===== src/rtl/dm_pkg.sv =====
// rtl/dm_pkg.sv - op encoding, address defaults and op classification for dm_port
package dm_pkg;

  typedef enum logic [3:0] {
    OP_NONE = 4'd0,
    OP_LW   = 4'd1,
    OP_LH   = 4'd2,
    OP_LHU  = 4'd3,
    OP_LB   = 4'd4,
    OP_LBU  = 4'd5,
    OP_SW   = 4'd6,
    OP_SH   = 4'd7,
    OP_SB   = 4'd8,
    OP_ALU  = 4'd9
  } op_e;

  localparam logic [31:0] DATA_LIMIT_DEF = 32'h0000_3000;
  localparam logic [31:0] RESET_PC_DEF   = 32'h0000_3000;

  function automatic logic is_load(input op_e op);
    return (op == OP_LW) || (op == OP_LH) || (op == OP_LHU) ||
           (op == OP_LB) || (op == OP_LBU);
  endfunction

  function automatic logic is_store(input op_e op);
    return (op == OP_SW) || (op == OP_SH) || (op == OP_SB);
  endfunction

endpackage


===== src/rtl/load_ext.sv =====
// rtl/load_ext.sv - lane select and sign/zero extension of a loaded word
module load_ext
  import dm_pkg::*;
(
  input  logic [31:0] rdata,
  input  logic [1:0]  addr_lo,
  input  op_e         op,
  output logic [31:0] data
);

  logic [15:0] half;
  logic [7:0]  byte_v;

  always_comb begin
    half = addr_lo[1] ? rdata[31:16] : rdata[15:0];
    case (addr_lo)
      2'd0:    byte_v = rdata[7:0];
      2'd1:    byte_v = rdata[15:8];
      2'd2:    byte_v = rdata[23:16];
      default: byte_v = rdata[31:24];
    endcase
  end

  always_comb begin
    data = '0;
    case (op)
      OP_LW:   data = rdata;
      OP_LH:   data = {{16{half[15]}}, half};
      OP_LHU:  data = {16'h0000, half};
      OP_LB:   data = {{24{byte_v[7]}}, byte_v};
      OP_LBU:  data = {24'h000000, byte_v};
      default: data = '0;
    endcase
  end

endmodule


===== src/rtl/dm_port.sv =====
// rtl/dm_port.sv - M/W pipeline registers and data-memory initiator of the core
module dm_port
  import dm_pkg::*;
#(
  parameter logic [31:0] DATA_LIMIT = DATA_LIMIT_DEF,
  parameter logic [31:0] RESET_PC   = RESET_PC_DEF
) (
  input  logic        clk,
  input  logic        reset,
  input  logic        e_valid,
  input  logic [31:0] e_pc,
  input  logic [3:0]  e_op,
  input  logic [31:0] e_addr,
  input  logic [31:0] e_store_data,
  input  logic [31:0] e_wb_data,
  input  logic [4:0]  e_rd,
  input  logic        m_hold,
  output logic [31:0] m_data_addr,
  output logic [31:0] m_data_wdata,
  output logic [3:0]  m_data_byteen,
  input  logic [31:0] m_data_rdata,
  output logic [31:0] m_inst_addr,
  output logic        m_misalign,
  output logic        w_grf_we,
  output logic [4:0]  w_grf_addr,
  output logic [31:0] w_grf_wdata,
  output logic [31:0] w_inst_addr
);

  logic        m_valid;
  op_e         m_op;
  logic [31:0] m_pc;
  logic [31:0] m_addr;
  logic [31:0] m_data;
  logic [31:0] m_wb;
  logic [4:0]  m_rd;
  logic        m_sent;

  // m_sent marks that the op has already spent its first M cycle, so a held
  // store writes exactly once and misalign pulses exactly once.
  always_ff @(posedge clk) begin
    if (reset) begin
      m_valid <= 1'b0;
      m_op    <= OP_NONE;
      m_pc    <= RESET_PC;
      m_addr  <= '0;
      m_data  <= '0;
      m_wb    <= '0;
      m_rd    <= '0;
      m_sent  <= 1'b0;
    end else if (!m_hold) begin
      m_sent <= 1'b0;
      if (e_valid) begin
        m_valid <= 1'b1;
        m_op    <= op_e'(e_op);
        m_pc    <= e_pc;
        m_addr  <= e_addr;
        m_data  <= e_store_data;
        m_wb    <= e_wb_data;
        m_rd    <= e_rd;
      end else begin
        m_valid <= 1'b0;
        m_op    <= OP_NONE;
        m_pc    <= RESET_PC;
        m_addr  <= '0;
        m_data  <= '0;
        m_wb    <= '0;
        m_rd    <= '0;
      end
    end else begin
      m_sent <= m_valid;
    end
  end

  logic        m_aligned;
  logic        m_legal;
  logic [31:0] ld_data;

  always_comb begin
    case (m_op)
      OP_LW, OP_SW:         m_aligned = (m_addr[1:0] == 2'b00);
      OP_LH, OP_LHU, OP_SH: m_aligned = !m_addr[0];
      default:              m_aligned = 1'b1;
    endcase
    m_legal = !(is_load(m_op) || is_store(m_op)) ||
              (m_aligned && (m_addr < DATA_LIMIT));
  end

  always_comb begin
    m_data_byteen = 4'b0000;
    if (m_valid && m_legal && !m_sent) begin
      case (m_op)
        OP_SW:   m_data_byteen = 4'b1111;
        OP_SH:   m_data_byteen = m_addr[1] ? 4'b1100 : 4'b0011;
        OP_SB:   m_data_byteen = 4'b0001 << m_addr[1:0];
        default: m_data_byteen = 4'b0000;
      endcase
    end
  end

  always_comb begin
    case (m_op)
      OP_SW:   m_data_wdata = m_data;
      OP_SH:   m_data_wdata = {2{m_data[15:0]}};
      OP_SB:   m_data_wdata = {4{m_data[7:0]}};
      default: m_data_wdata = '0;
    endcase
  end

  assign m_data_addr = m_addr;
  assign m_inst_addr = m_pc;
  assign m_misalign  = m_valid && !m_sent && !m_legal;

  load_ext u_load_ext (
    .rdata   (m_data_rdata),
    .addr_lo (m_addr[1:0]),
    .op      (m_op),
    .data    (ld_data)
  );

  always_ff @(posedge clk) begin
    if (reset || m_hold || !m_valid) begin
      w_grf_we    <= 1'b0;
      w_grf_addr  <= '0;
      w_grf_wdata <= '0;
      w_inst_addr <= RESET_PC;
    end else begin
      w_grf_we    <= (is_load(m_op) || (m_op == OP_ALU)) && m_legal && (m_rd != 5'd0);
      w_grf_addr  <= m_rd;
      w_grf_wdata <= (m_op == OP_ALU) ? m_wb : ld_data;
      w_inst_addr <= m_pc;
    end
  end

endmodule


===== config.mk =====
export PLATFORM = sky130hd
export DESIGN_NAME = dm_port
export DESIGN_NICKNAME = d
export VERILOG_FILES = /design/src/rtl/dm_pkg.sv /design/src/rtl/load_ext.sv /design/src/rtl/dm_port.sv
export SDC_FILE = /design/constraint.sdc
export NUM_CORES = 1
export LEC_CHECK = 0
export ABC_AREA = 0
export CAP_MARGIN = 20
export CELL_PAD_IN_SITES_DETAIL_PLACEMENT = 0
export CELL_PAD_IN_SITES_GLOBAL_PLACEMENT = 2
export CORE_MARGIN = 2
export CORE_UTILIZATION = 24
export CTS_BUF_LIST = sky130_fd_sc_hd__clkbuf_16
export DETAILED_ROUTE_END_ITERATION = 16
export PLACE_DENSITY_LB_ADDON = 0.1
export SLEW_MARGIN = 20
export SYNTH_ARGS = -nofsm -noshare
export SYNTH_HDL_FRONTEND = slang
export SYNTH_SLANG_ARGS = --single-unit

===== constraint.sdc =====
create_clock -name clk -period 2.96 [get_ports clk]
set_clock_uncertainty 0.15 [all_clocks]
set_input_delay 0.888 -clock clk [delete_from_list [all_inputs] [get_ports clk]]
set_output_delay 0.888 -clock clk [all_outputs]
set_load 0.01 [all_outputs]

==> Word-level counts from Yosys, hierarchy flattened <==
Index checks and enable logic that the tools add are counted.
W data, S select, Z words.
{ "op_classes": {"n_eq_ne": 11, "n_lt_le_gt_ge": 1, "n_reduce_logical": 28, "n_bitwise": 1, "n_mux": 16, "shifts": 1} }
{ "ops": {"columns": ["op", "count"], "rows": [
  ["$mux W32", 5],
  ["$pmux W32 S5", 1],
  ["$pmux W32 S3", 1],
  ["$lt A32 B14 Y1 const B", 1],
  ["$pmux W8 S3", 1],
  ["$eq A4 B3 Y1 const B", 4],
  ["$mux W16", 1],
  ["$mux W4", 3],
  ["$pmux W4 S3", 1],
  ["$logic_or A1 B1 Y1", 11],
  ["$eq A4 B2 Y1 const B", 2],
  ["$eq A4 B4 Y1 const B", 2],
  ["$logic_and A1 B1 Y1", 7],
  ["$logic_not A1 Y1", 5],
  ["$mux W5", 1],
  ["$reduce_bool A5 Y1", 1],
  ["$eq A4 B1 Y1 const B", 1],
  ["$reduce_or A2 Y1", 2],
  ["$shl A1 B2 Y4 const A", 1],
  ["$reduce_or A3 Y1", 1],
  ["$eq A2 B1 Y1 const B", 1],
  ["$eq A2 B2 Y1 const B", 1],
  ["$logic_not A2 Y1", 1],
  ["$pmux W1 S2", 1],
  ["other kinds (2)", 2]
]} }
{ "totals": {"input_bits": 173, "wordCells": 70, "output_inout_bits": 171, "ff_bits": 209} }

==> Longest topological paths before layout <==
{ "logic_depth": {"word_depth": 11, "mapped_depth": 7, "mapped_depth_nobuf": 4} }

==> By module <==
A second synthesis with hierarchy kept.
{ "hier_totals": {"cells_unflattened": 738, "area_unflattened_um2": 7579.8} }
{ "modules_own_cells": {"columns": ["mod", "cells_each", "area_per_inst_um2", "n_inst", "seq_area_each_um2"], "rows": [
  ["dm_port", 653, 6917.9, 1, 4184.0],
  ["load_ext", 85, 661.9, 1, 0.0]
]} }

==> Worst setup path after synthesis <==
Ideal clock, no wire load.
{ "synth_timing": {"path_kind": "register to output", "start": "register m_addr[16] (netlist: m_data_addr[16])", "end": "output m_data_byteen[1]", "path_slack_ns": 0.260, "t_required_ns": 1.922, "n_path_buf": 0, "arrival_ns": 1.662, "stages_incl_launch_ff": 5, "cell_sequence": "dfxtp_1 -> or4_4 -> a2111oi_4 -> a41oi_2 -> nor3b_1"} }
{ "synth_via": {"elab_chain_cells": 6} }
{ "synth_lines": {"columns": ["item", "line", "text"], "rows": [
  ["from (decl)", "dm_port.sv:33", "logic [31:0] m_addr;"],
  ["from (signal assigned)", "dm_port.sv:57", "m_addr <= e_addr;"],
  ["$lt A32 B14 Y1", "dm_port.sv:86", "(m_aligned && (m_addr < DATA_LIMIT));"],
  ["$logic_and A1 B1 Y1", "dm_port.sv:86", null],
  ["$logic_or A1 B1 Y1", "dm_port.sv:85", "m_legal = !(is_load(m_op) || is_store(m_op)) ||"],
  ["$logic_and A1 B1 Y1 (2 in a row)", "dm_port.sv:91", "if (m_valid && m_legal && !m_sent) begin"],
  ["$mux W4", "dm_port.sv:91", null],
  ["to (decl)", "dm_port.sv:20", "output logic [3:0] m_data_byteen,"]
]} }
Every way passes these cells.

==> Worst setup path after layout <==
{ "layout_timing": {"start": "register m_addr[19] (netlist: m_data_addr[19])", "end": "output m_data_byteen[3]"} }
Same word-level chain as after synthesis.

==> results by group <==
Outcome
  – Outcome: finished, violations left
  – Failing checks: negative setup slack

Clocking
  – Hold buffers post-CTS: 0
  – Clk Latency, worst-skew pair: 520 ps
  – Number of H-tree branching levels: 1
  – Clock tree root buffer cell: clkbuf_16
  – Clock buffers created by TritonCTS: 25
  – Max Buffers Root-to-Sink: 3
  – Clock net sink count: 209
  – Clock transition at the registers of the reported paths: 60 ps
  – TritonCTS clock tree: yes

Pwr
  – Clock network fraction of design power: 0.437
  – Pleak: 4.96 nW
  – Combinational Power Share: 0.113
  – Total net switching power: 1.54 mW
  – Worst VDD drop: 0.000360 V
  – Switching part of the total: 0.235
  – Pwr Total: 6.57 mW
  – Internal power summed over all cells: 5.03 mW
  – Sequential Power Share: 0.449
  – Total power per unit cell area: 525 nW/µm²

Worst setup path
  – Reg2reg path depth: 7
  – Crit path to: m_data_byteen[3]
  – Bufs and invs on worst path: 2
  – Count of cell instances traversed by the critical path: 6
  – Startpoint of the worst-slack reg-to-reg timing path: m_op[3]
  – Nature of the critical path endpoint: primary output
  – Crit-path cells: or4_4 -> a2111oi_4 -> a41oi_4 -> buf_6 -> nor3b_2 -> buf_2
  – Delay of the slowest cell on the worst path: 540 ps
  – Data arrival time of the worst path: 2370 ps
  – Setup slack of the most critical reg-to-reg path: 660 ps
  – Critical Setup Path Class: flop to primary output
  – Kind of cell with the highest combined delay on the critical path: simple AND/OR/NAND/NOR gates
  – Reg2Reg Capture Point: w_grf_wdata[6]
  – Worst endpoint required time: 1920 ps
  – Startpoint types: flop
  – Slowest CP cell: or4_4
  – Highest fanout seen on the critical path: 3
  – Worst setup path start: m_data_addr[19]

Place
  – Placement Cell Area: 11500 µm²
  – Count of input and output buffers: 343
  – Half-perimeter wire length after detailed placement: 21.1 mm
  – GPL Wtd Cong: 0.820

Detailed routing
  – Initial DRT Pass Iterations: 9
  – Remaining number of nets flagged by the antenna check after routing: 0
  – Drt first-iter violations: 392
  – Vias: 6850
  – Mean routed wirelength per cell: 20.7 µm
  – Routed wire length: 30.0 mm
  – Residual DRC count: 0
  – Via density per instance: 4.72

STA
  – Final Hold Vio Count: 0
  – Worst-margin pin slew: 728 ps
  – Min Tclk post-route: 3410 ps
  – RSZ-0062 raised after global routing: true
  – Slew HR: 0.512
  – Number of max-slew violations in the final report: 0
  – Final critical-path share of the clock period: 1.15
  – FMAX: 0.293 GHz
  – Setup WS post-layout: -449 ps
  – Setup TNS Final: -4900 ps
  – Final count of negative-setup-slack endpoints: 31

Logic synthesis
  – Top_reg_cell synth: dfxtp_1
  – Post-synth net total: 829
  – Post-Syn Instances: 656
  – Synth warnings: 0
  – Leading post-synthesis cells by cell area: dfxtp_1 (57%), a22o_1 (16%), and3_1 (3.2%)
  – Part of the Yosys area used for sequential elements: 0.570
  – Share of synthesized flip-flops with an asynchronous set or reset: 0
  – Mean cell area of the mapped netlist: 11.2 µm²
  – Cell accounting for the most synthesized area: dfxtp_1
  – Most numerous cell in the Yosys netlist: dfxtp_1
  – Netlist cell types: 44
  – Synth Cell Area: 7330 µm²
  – Number of synthesized register bits: 209
  – EDFF count, synth: 0
  – Top-area cell type share of the netlist area: 0.570
  – Top cells by count, synth: dfxtp_1 (209), a22o_1 (131), a21oi_1 (37), and3_1 (37), o21ai_0 (36)

Run
  – # Max-Cap Violations: 0

Global routing
  – Number of global-route vias before repair: 6945
  – Number of antenna violations at the first check in global routing: 1
  – Overall routing resource usage: 0.179
  – First-pass GRT wire length: 43.6 mm
  – Maximum number of pins on one net before global-route repair: 66
  – Overflow left after global routing: 0

Cells and area
  – Post-route standard cell area excluding fillers: 12500 µm²
  – Utilization after layout: 0.412
  – Ratio of cells with drive above 1 in the final layout: 0.187
  – Net count, final: 1213
  – Area overhead of the layout relative to synthesis: 70.6%
  – Fill count: 2973

Floorplan
  – I/O pin cnt: 344
  – Vertical die dimension: 179 µm
  – Area of the die: 32000 µm²
  – Core outline area: 30300 µm²
  – Horiz. Die Dim: 179 µm
  – Initial standard-cell utilization of the core: 0.242
  – Number of placement rows: 64

Worst hold path
  – Type of the tightest min-delay check: flop to flop
-- metrics by stage --
stage	worst slack, ps	hold slack (ps)	instances
2_1_floorplan	260	287	656
6_report	-449	323	1450
4_1_cts	-543	322	1442
3_3_place_gp	-235	302	1388
3_5_place_dp	-266	304	1388
5_1_grt	-546	339	1449
-- kinds of logic after synthesis --
group                     after synthesis  synth area share
AOI/OAI and AO/OA                     250             0.263
muxes                                  17            0.0370
DFF                                   209             0.570
and+or+nand+nor                       107            0.0870
buffers and inverters                  72            0.0409
xor gates and xnor gates                1           0.00119
-- cells in the final DEF (no fill, tap or decap), types with 3 or more instances in the layout --
master	synthesis	routed
a222oi_1	15	15
nand2b_1	8	8
buf_2	21	32
a22o_1	131	131
o21ai_0	36	20
and2_1	4	3
buf_6	0	23
nand2_4	0	6
a21oi_1	37	37
dfxtp_2	0	3
mux4_2	8	8
nor4_1	3	3
inv_1	11	17
a22oi_1	17	17
nand2_1	23	15
dfxtp_1	209	205
buf_12	0	8
clkinv_1	0	4
o21ai_2	0	15
clkdlybuf4s50_1	0	306
clkbuf_16	0	25
nor2b_1	11	10
mux2i_1	8	8
and3_1	37	37
buf_4	1	49
-- power groups by stage --
| stage | sequential [mW] | combinational, mW | clock, mW |
|---|---|---|---|
| after floorplan | 3.01 | 0.225 | 0 |
| after global placement | 3.01 | 0.704 | 0 |
| after detailed placement | 3.01 | 0.703 | 0 |
| after CTS | 2.95 | 0.737 | 2.96 |
| after global routing | 2.96 | 0.795 | 3.06 |
| final | 2.95 | 0.743 | 2.87 |
-- per-layer routing --
layer,wire length [µm],vias to the layer above,global-route usage
met3,2890,43,0.0615
met5,11,-,0
met1,12300,3289,0.225
li1,-,3252,-
met2,14200,264,0.295
met4,576,2,0.0403
-- worst reg2reg max path: cells and delay by family (launching register included) --
| kind | cells | cell delay, ps |
|---|---|---|
| AND/OR/NAND/NOR | 1 | 180 |
| flip-flops | 1 | 330 |
| AO/OA/AOI/OAI | 3 | 1150 |
| buffers and inverters | 3 | 420 |
-- registers in the layout (all words and copies together) (netlist names), 4 cells and up --
signal       cells
m_data          32
m_data_addr     32
m_inst_addr     32
m_op             4
m_rd             5
m_wb            32
w_grf_addr       5
w_grf_wdata     32
w_inst_addr     32
-- how the worst min path moves through the flow --
stage	startpoint	to	depth (start not counted)
after detailed placement	m_data[20]	m_data[20]	1
final	m_wb[4]	m_wb[4]	1
after global routing	m_wb[14]	m_wb[14]	1
after CTS	m_wb[0]	m_wb[0]	1
after global placement	m_wb[4]	m_wb[4]	1
after floorplan	m_wb[0]	m_wb[0]	1
-- layout make-up --
class | instances | area, µm² | share of cell area
well taps | 396 | 495 | 0.0396
clock buffers | 25 | 626 | 0.0500
clock inverters | 15 | 115 | 0.00920
diodes | 1 | 2.50 | 0.000200
multi-input cells | 375 | 3030 | 0.242
inverters | 11 | 41.3 | 0.00330
repair buffers | 418 | 4010 | 0.320
flip-flops and latches | 209 | 4190 | 0.335
-- repair_timing --
action / 4_1_cts / 5_1_grt
gates resized for setup: 205 / 47
gates cloned: 1 / 0
endpoints found under the setup margin: 37 / 37
buffers inserted: 13 / 8
pin swaps: 9 / 9
Power figures use the tool's default switching activity.
